$ cat src/rtl/pixel_write_scheduler_pkg.sv
// Shared display constants and scheduler state encoding for the pixel-write path.
package pixel_write_scheduler_pkg;

  // Panel resolution shared with graphic_manager and the touch path
  localparam int DISP_H_RES = 320;
  localparam int DISP_V_RES = 240;

  // Coordinate bus widths at the graphic_manager pixel port
  localparam int COL_W = 9;
  localparam int ROW_W = 8;

  typedef enum logic [2:0] {
    WAIT_INIT = 3'd0,
    IDLE      = 3'd1,
    ISSUE     = 3'd2,
    GAP       = 3'd3,
    CLR_ISSUE = 3'd4,
    CLR_GAP   = 3'd5
  } sched_state_t;

  // True when (col,row) lies on a display of the given resolution
  function automatic logic coord_in_range(input logic [COL_W-1:0] col,
                                          input logic [ROW_W-1:0] row,
                                          input int               h_res,
                                          input int               v_res);
    return (int'(col) < h_res) && (int'(row) < v_res);
  endfunction

endpackage

$ cat src/rtl/pixel_write_scheduler_raster_counter.sv
// Row-major col/row scan counter with wrap and last-pixel flag.
module pixel_write_scheduler_raster_counter
  import pixel_write_scheduler_pkg::*;
#(
  parameter int H_RES = DISP_H_RES,
  parameter int V_RES = DISP_V_RES
) (
  input  logic             clk,
  input  logic             reset,
  input  logic             en,
  input  logic             zero,
  input  logic             step,
  output logic [COL_W-1:0] col,
  output logic [ROW_W-1:0] row,
  output logic             last
);

  localparam logic [COL_W-1:0] COL_MAX = COL_W'(H_RES - 1);
  localparam logic [ROW_W-1:0] ROW_MAX = ROW_W'(V_RES - 1);

  logic             col_wrap;
  logic [COL_W-1:0] col_n;
  logic [ROW_W-1:0] row_n;

  // Next scan position: column wraps into the next row, last pixel wraps to origin
  always_comb begin
    col_wrap = (col == COL_MAX);
    last     = col_wrap && (row == ROW_MAX);
    col_n    = col_wrap ? '0 : col + COL_W'(1);
    row_n    = row;
    if (col_wrap) begin
      row_n = (row == ROW_MAX) ? '0 : row + ROW_W'(1);
    end
  end

  // Position register: zero restarts the scan, step advances one pixel
  always_ff @(posedge clk) begin
    if (reset) begin
      col <= '0;
      row <= '0;
    end else if (en) begin
      if (zero) begin
        col <= '0;
        row <= '0;
      end else if (step) begin
        col <= col_n;
        row <= row_n;
      end
    end
  end

endmodule

$ cat src/rtl/pixel_write_scheduler.sv
// Arbitrates touch draws and full-screen clears onto the single graphic_manager
// pixel-write port, pacing strobes so the TFT transfer always finishes first.
module pixel_write_scheduler
  import pixel_write_scheduler_pkg::*;
#(
  parameter int H_RES      = DISP_H_RES,
  parameter int V_RES      = DISP_V_RES,
  parameter int GAP_CYCLES = 16
) (
  input  logic             clk,
  input  logic             reset,
  input  logic             en,
  input  logic             initialized,
  input  logic             touch_valid,
  output logic             touch_ready,
  input  logic [COL_W-1:0] touch_col,
  input  logic [ROW_W-1:0] touch_row,
  input  logic             touch_color,
  input  logic             clear_req,
  input  logic             clear_color,
  output logic             clear_busy,
  output logic             clear_done,
  output logic             write_pixel,
  output logic [COL_W-1:0] pixel_col,
  output logic [ROW_W-1:0] pixel_row,
  output logic             bw_pixel_color
);

  localparam int               GAP_W    = $clog2(GAP_CYCLES + 1);
  localparam logic [GAP_W-1:0] GAP_LOAD = GAP_W'(GAP_CYCLES - 1);

  sched_state_t     state;
  sched_state_t     state_n;
  logic [GAP_W-1:0] gap_cnt;
  logic             touch_ok;
  logic             load_touch;
  logic             load_scan;
  logic             rc_zero;
  logic             rc_step;
  logic             last_issued;
  logic [COL_W-1:0] scan_col;
  logic [ROW_W-1:0] scan_row;
  logic             scan_last;

  assign touch_ok   = coord_in_range(touch_col, touch_row, H_RES, V_RES);
  assign clear_busy = (state == CLR_ISSUE) || (state == CLR_GAP);

  // The scan counter advances as each clear pixel is strobed, so it already
  // holds the next coordinate when the gap expires.
  pixel_write_scheduler_raster_counter #(
    .H_RES (H_RES),
    .V_RES (V_RES)
  ) u_raster (
    .clk   (clk),
    .reset (reset),
    .en    (en),
    .zero  (rc_zero),
    .step  (rc_step),
    .col   (scan_col),
    .row   (scan_row),
    .last  (scan_last)
  );

  // State register
  always_ff @(posedge clk) begin
    if (reset) begin
      state <= WAIT_INIT;
    end else begin
      state <= state_n;
    end
  end

  // Next state and strobes; every action is gated by en so a low en freezes the scheduler
  always_comb begin
    state_n     = state;
    touch_ready = 1'b0;
    write_pixel = 1'b0;
    clear_done  = 1'b0;
    load_touch  = 1'b0;
    load_scan   = 1'b0;
    rc_zero     = 1'b0;
    rc_step     = 1'b0;
    case (state)
      WAIT_INIT: begin
        if (en && initialized) begin
          state_n = IDLE;
        end
      end
      IDLE: begin
        touch_ready = en && !clear_req;
        if (en && clear_req) begin
          rc_zero = 1'b1;
          state_n = CLR_ISSUE;
        end else if (en && touch_valid && touch_ok) begin
          // out-of-range touches complete the handshake but stay here
          load_touch = 1'b1;
          state_n    = ISSUE;
        end
      end
      ISSUE: begin
        write_pixel = en;
        if (en) begin
          state_n = GAP;
        end
      end
      GAP: begin
        if (en && (gap_cnt == '0)) begin
          state_n = IDLE;
        end
      end
      CLR_ISSUE: begin
        write_pixel = en;
        if (en) begin
          rc_step = 1'b1;
          state_n = CLR_GAP;
        end
      end
      CLR_GAP: begin
        if (en && (gap_cnt == '0)) begin
          if (last_issued) begin
            clear_done = 1'b1;
            state_n    = IDLE;
          end else begin
            load_scan = 1'b1;
            state_n   = CLR_ISSUE;
          end
        end
      end
      default: begin
        state_n = WAIT_INIT;
      end
    endcase
  end

  // Gap counter: loaded on every strobe, counts down to zero through the gap
  always_ff @(posedge clk) begin
    if (reset) begin
      gap_cnt <= '0;
    end else if (en) begin
      if ((state == ISSUE) || (state == CLR_ISSUE)) begin
        gap_cnt <= GAP_LOAD;
      end else if (((state == GAP) || (state == CLR_GAP)) && (gap_cnt != '0)) begin
        gap_cnt <= gap_cnt - GAP_W'(1);
      end
    end
  end

  // Pixel output registers, loaded one edge ahead of the strobe they accompany
  always_ff @(posedge clk) begin
    if (reset) begin
      pixel_col      <= '0;
      pixel_row      <= '0;
      bw_pixel_color <= 1'b0;
      last_issued    <= 1'b0;
    end else if (load_touch) begin
      pixel_col      <= touch_col;
      pixel_row      <= touch_row;
      bw_pixel_color <= touch_color;
    end else if (rc_zero) begin
      pixel_col      <= '0;
      pixel_row      <= '0;
      bw_pixel_color <= clear_color;
      last_issued    <= 1'b0;
    end else if (rc_step) begin
      last_issued <= scan_last;
    end else if (load_scan) begin
      pixel_col <= scan_col;
      pixel_row <= scan_row;
    end
  end

endmodule
$ cat config.mk
export PLATFORM = sky130hd
export DESIGN_NAME = pixel_write_scheduler
export DESIGN_NICKNAME = d
export VERILOG_FILES = /design/src/rtl/pixel_write_scheduler_pkg.sv /design/src/rtl/pixel_write_scheduler_raster_counter.sv /design/src/rtl/pixel_write_scheduler.sv
export SDC_FILE = /design/constraint.sdc
export NUM_CORES = 1
export LEC_CHECK = 0
export ABC_CLOCK_PERIOD_IN_PS = 3150
export CELL_PAD_IN_SITES_DETAIL_PLACEMENT = 0
export CELL_PAD_IN_SITES_GLOBAL_PLACEMENT = 1
export CORE_AREA = 4 4 81 83
export CTS_CLUSTER_SIZE = 8
export DETAILED_ROUTE_END_ITERATION = 8
export DIE_AREA = 0 0 85 87
export PLACE_DENSITY = 0.9
export SLEW_MARGIN = 20
export SYNTH_ARGS = -nofsm -noshare
export SYNTH_HDL_FRONTEND = slang
export SYNTH_SLANG_ARGS = --single-unit
$ cat constraint.sdc
create_clock -name clk -period 3.15 [get_ports clk]
set_input_delay 0.4725 -clock clk [delete_from_list [all_inputs] [get_ports clk]]
set_output_delay 0.4725 -clock clk [all_outputs]
set_load 0.01 [all_outputs]
* After elaboration in Yosys (flattened, before gate mapping)
Index checks and enable logic that the tools add are counted.
Word-level totals: register bits after elaboration 44, output and inout port bits 22, word-level logic and storage cells 101, bits of input ports 25
Operators by class: reductions and logical operators 28, equality and inequality tests 14, add/subtract/negate cells 3, $lt $le $gt $ge 2, bitwise gates (word level) 1, multiplexer cells 45
Operator list (count):
- two-way mux 8 bit | 8
- two-way mux 9 bit | 7
- two-way mux 3 bit | 8
- two-way mux 1 bit | 19
- case mux 3 bit (6 select lines) | 1
- two-way mux 5 bit | 2
- != test 2 bit, second input constant | 5
- adder 9 x 1 -> 9 bit, second input constant | 1
- == test 9 bit, second input constant | 1
- logical AND 1 bit | 9
- < comparator 9 bit, second input constant | 1
- adder 8 x 1 -> 8 bit, second input constant | 1
- == test 8 bit, second input constant | 1
- < comparator 8 bit, second input constant | 1
- AND reduction 2 bit | 4
- nonzero test 2 bit | 4
- == test 3 x 2 -> 1 bit, second input constant | 2
- == test 3 bit, second input constant | 2
- != test 3 bit, second input constant | 2
- AND reduction 6 bit | 1
- zero test 5 bit | 1
- nonzero test 5 bit | 1
- subtractor 5 x 1 -> 5 bit, second input constant | 1
- == test 3 x 1 -> 1 bit, second input constant | 1
- 7 further kinds | 9

* Depth between registers and ports, before layout
depth in word-level cells 8, mapped depth 8

* Modules after synthesis
From an unflattened synthesis, not the netlist that was laid out.
Unflattened totals: cell total of the unflattened synthesis 296, area, all modules 2606.2 µm²
Modules (own cells, without submodules):
- pixel_write_scheduler | area an instance 1597.8 µm², cells an instance 186, times used 1, sequential area each 540.5 µm²
- pixel_write_scheduler_raster_counter | area an instance 1008.5 µm², cells an instance 110, times used 1, sequential area each 340.3 µm²

* Worst setup path after synthesis
No wires, ideal clock.
path kind reg-to-reg, start point reg gap_cnt[0], end point reg pixel_col[3], cell stages (with the launch flop) 9, arrival 1728 ps, library setup time 132 ps, slack 1290 ps, cell sequence dfxtp_1 -> inv_1 -> ha_1 -> nor4b_1 -> nand4_1 -> o211a_2 -> buf_2 -> a211oi_1 -> nor3_1
On the way: word-level cells in the longest chain between the ends 6
RTL lines:
- start: declaration | RTL line pixel_write_scheduler.sv:34 | logic [GAP_W-1:0] gap_cnt;
- start signal: assignment | RTL line pixel_write_scheduler.sv:143 | gap_cnt <= gap_cnt - GAP_W'(1);
- zero test 5 bit | RTL line pixel_write_scheduler.sv:119 | if (en && (gap_cnt == '0)) begin
- logical AND 1 bit | RTL line pixel_write_scheduler.sv:119
- two-way mux 1 bit | RTL line pixel_write_scheduler.sv:119
- two-way mux 1 bit | RTL line pixel_write_scheduler.sv:83 | case (state)
- nonzero test 3 bit (no source line)
- AND reduction 2 bit (no source line)
- end signal: assignment | RTL line pixel_write_scheduler.sv:156 | pixel_col <= touch_col;
- end signal: assignment | RTL line pixel_write_scheduler.sv:167 | pixel_col <= scan_col;
- end: declaration | RTL line pixel_write_scheduler.sv:24 | output logic [COL_W-1:0] pixel_col,
Every way passes these cells. A chain may end at the register's enable or synchronous reset.

* Final worst setup path
start point reg gap_cnt[0], end point out clear_done
On the way: word-level cells in the longest chain between the ends 4
RTL lines:
- zero test 5 bit | RTL line pixel_write_scheduler.sv:119
- logical AND 1 bit | RTL line pixel_write_scheduler.sv:119
- two-way mux 1 bit | RTL line pixel_write_scheduler.sv:119
- two-way mux 1 bit | RTL line pixel_write_scheduler.sv:83
- end: declaration | RTL line pixel_write_scheduler.sv:22 | output logic clear_done,
Every way passes these cells.

==> out/qor.txt <==
=====================================================================================
Sw Pwr .................................................................       326 uW
Cts repair resizes .....................................................            0
Horiz. Die Dim .........................................................        85 um
N_diodes ...............................................................            0
Number of standard cells after synthesis ...............................          276
Count of routing violations after the opening detailed-route iteration .           80
Post-CTS setup repair buffer count .....................................            0
Worst hold slack .......................................................     0.469 ns
DRC viols ..............................................................            0
Tot GR Track Use .......................................................        16.0%
Class of the tightest hold or removal check ............................      reg2reg
Vias per cell ..........................................................         5.35
Hold bufs inserted after CTS ...........................................            0
Number of H-tree levels ................................................            2
Via count of the routed design .........................................         2108
Cell area after technology mapping .....................................    2350 um^2
Synth Warn # ...........................................................            0
Clock Path Buffers .....................................................            2
Post-placement cell area ...............................................    2860 um^2
Footprint of the multi-input gates .....................................    1370 um^2
Full die area ..........................................................    7400 um^2
Fraction of final layout cells with drive strength greater than 1 ......        7.52%
Data required, critical path ...........................................      2.68 ns
Category of the critical setup timing path .............................      reg2out
Root Buffer Master .....................................................     clkbuf_8
Number of antenna violations at the first check in global routing ......            0
Distinct cells, synth ..................................................           47
Clock tree from TritonCTS ..............................................          yes
Relative contribution of sequential cells to total power ...............        48.3%
Core area ..............................................................    5850 um^2
Num Clock Sinks ........................................................           44
Number of cells traversed by the worst register-to-register path .......            7
Worst flop-to-flop path endpoint ....................................... pixel_col[6]$_SDFFE_PP0P_
Flip-flop and latch area ...............................................     881 um^2
Avg Cell Area, Syn .....................................................    8.52 um^2
Routed wire per std cell ...............................................      14.3 um
Flip-flop cell with the highest count after synthesis ..................      dfxtp_1
Reg-to-reg startpoint .................................................. gap_cnt[0]$_SDFFE_PP0P_
Leakage power ..........................................................      1.07 nW
Maximum number of pins on one net before global-route repair ...........           35
Slew Viols, Final ......................................................            0
Share of total power in the clock network ..............................        33.1%
Yosys reg bits .........................................................           44
Global-route wire length before repair .................................      9680 um
Peak VDD IR ............................................................     0.180 mV
Capturing element type of the critical path ............................  output port
Critical Path Start Type ...............................................         flop
Tcrit/Tclk final .......................................................        86.5%
Fill cell count ........................................................          552
Tightest Pin Transition ................................................     0.668 ns
Synth async-reset ratio ................................................           0%
Outcome ................................................................ complete, no violations
Final-report hold violation count ......................................            0
Drt pass-1 iters .......................................................            6
Post-Layout Inst Area ..................................................    2970 um^2
Max-Slew Margin vs Limit ...............................................        55.3%
Count of input and output buffers ......................................           46
Post-DP HPWL ...........................................................      4100 um
ANT nets after route ...................................................            0
Number of enable-type register cells in the synthesized netlist ........            0
End point of the critical path .........................................   clear_done
Power Internal .........................................................       943 uW
Vias in the first global route .........................................         2027
Number of placement rows ...............................................           28
Insertion delay of the later-clocked pin in the worst-skew pair ........      0.29 ns
Clock-pin slew on the worst setup and hold paths .......................      0.08 ns
Starting density of the core ...........................................        40.2%
Detailed Route WL ......................................................      5640 um
Internal reg-to-reg setup slack ........................................      0.81 ns
Post-synthesis net count ...............................................          305
Min cycle time layout ..................................................      2.72 ns
Worst-case clock skew ..................................................   0.00383 ns
Power density over the cells ...........................................  427 nW/um^2
Arrival time at the worst endpoint .....................................      2.25 ns
Routability congestion estimate ........................................        0.765
Grt total ovfl .........................................................            0
MaxCap Viol Count ......................................................            0
Cts bufs inserted ......................................................            5
Max frequency ..........................................................      367 MHz
Combinational share of power ...........................................        18.5%
Beginning of the critical path ......................................... gap_cnt[0]$_SDFFE_PP0P_
Part of the Yosys area used for sequential elements ....................        37.4%
# setup viols final ....................................................            0
Maximum fanout count along the critical path ...........................            4
Proportion of total power due to net switching .........................        25.7%
Syn-to-layout area delta ...............................................        26.3%
Final layout net count .................................................          347
RSZ-0062 raised after global routing ...................................        false
Total Negative Setup Slacks ............................................         0 ns
Vertical die dimension .................................................        87 um
IO Count ...............................................................           47
=====================================================================================
Yosys cell counts (all sizes together) (2+ instances only):
| master | number | share of area [%] |
|---|---|---|
| dfxtp | 44 | 37 |
| a211oi | 22 | 7.0 |
| and3 | 20 | 5.3 |
| nor3 | 20 | 4.3 |
| nand2 | 19 | 3.0 |
| a21oi | 17 | 4.1 |
| nor2b | 17 | 4.5 |
| nor2 | 16 | 2.6 |
| buf | 9 | 2.3 |
| nand3 | 9 | 1.9 |
| xor2 | 8 | 3.3 |
| clkbuf | 7 | 1.1 |
| nand4 | 7 | 1.9 |
| o21ai | 7 | 2.0 |
| xnor2 | 7 | 2.6 |
| inv | 6 | 0.96 |
| ha | 4 | 2.1 |
| nor3b | 4 | 1.9 |
| or3 | 4 | 1.1 |
| nand2b | 3 | 0.80 |
| nor4b | 3 | 1.4 |
| a2111oi | 2 | 0.80 |
| a21o | 2 | 0.64 |
| a221oi | 2 | 0.74 |
| and2 | 2 | 0.53 |
| nand3b | 2 | 1.3 |
| or4 | 2 | 0.64 |
| or4b | 2 | 0.85 |
stage by stage:
stage | total power [mW] | setup slack, ns | std cells | util [%]
CTS | 1.29 | 0.424 | 394 | 50.8
global placement | 0.859 | 0.483 | 386 | 48.9
floorplan | 0.765 | 1.29 | 276 | -
finish | 1.27 | 0.427 | 394 | 50.8
detailed placement | 0.861 | 0.464 | 386 | 48.9
global route | 1.34 | 0.284 | 394 | 50.8
registers in the layout (all words and copies together) (netlist names):
signal	count
u_raster.col	9
gap_cnt	5
last_issued	1
u_raster.row	8
pixel_row	8
bw_pixel_color	1
state	3
pixel_col	9
critical path: stages, from the launching register on:
cell and delay, ns:
dfxtp_1 0.31, inv_1 0.13, ha_1 0.16, nor4b_1 0.47, nand4_1 0.21, nor2_1 0.14, clkdlybuf4s50_1 0.55
placed cells by master (no fill, tap or decap), drive strengths merged, types with 3 or more instances in the layout:
master,synthesis,final
clkdlybuf4s50,0,46
dfxtp,44,44
a211oi,22,22
and3,20,20
nor3,20,20
nand2,19,19
nor2b,17,17
a21oi,17,17
nor2,16,16
nand3,9,9
xor2,8,8
nand4,7,7
xnor2,7,7
o21ai,7,7
inv,6,6
clkbuf,7,6
buf,9,5
or3,4,4
ha,4,4
nor3b,4,4
nand2b,3,3
nor4b,3,3
worst min path at each step:
stage	endpoint	startpoint	cells past startpoint	slack [ns]
final	bw_pixel_color$_SDFFE_PP0P_	bw_pixel_color$_SDFFE_PP0P_	2	0.47
after detailed placement	bw_pixel_color$_SDFFE_PP0P_	bw_pixel_color$_SDFFE_PP0P_	2	0.46
after CTS	bw_pixel_color$_SDFFE_PP0P_	bw_pixel_color$_SDFFE_PP0P_	2	0.47
after floorplan	u_raster.row[1]$_SDFFE_PP0P_	u_raster.row[1]$_SDFFE_PP0P_	2	0.45
after global placement	bw_pixel_color$_SDFFE_PP0P_	bw_pixel_color$_SDFFE_PP0P_	2	0.46
after global routing	bw_pixel_color$_SDFFE_PP0P_	bw_pixel_color$_SDFFE_PP0P_	2	0.52
metal layers:
metal / vias up / GRT usage, % / wire length (um)
met1: 973 / 21.7 / 2810
met5: - / 0 / 0
met2: 45 / 25.3 / 2500
met3: 6 / 4.35 / 275
li1: 1084 / - / -
met4: 0 / 3.88 / 50
area by class of cell:
class / count / share of cell area (%)
clock buffer: 6 / 2.44
clock inverter: 2 / 1.18
inverter: 6 / 0.758
multi-input combinational: 210 / 46.0
sequential: 44 / 29.7
tap: 75 / 3.16
timing repair buffer: 51 / 16.8
power by group through the flow:
stage | Sequential, mW | Clock (mW) | Combinational [mW]
final | 0.613 | 0.421 | 0.235
after floorplan | 0.622 | 0 | 0.143
after detailed placement | 0.626 | 0 | 0.235
after global routing | 0.619 | 0.458 | 0.259
after CTS | 0.613 | 0.437 | 0.236
after global placement | 0.626 | 0 | 0.234
cell families after synthesis:
logic type,Yosys count,share of synthesized area (%)
fa+ha+maj,4,2.13
xor+xnor,15,5.90
flops,44,37.4
simple gates,133,32.8
buf+inv,22,4.41
compound gates,58,17.3
No activity file was read; power rests on OpenSTA's default activity.
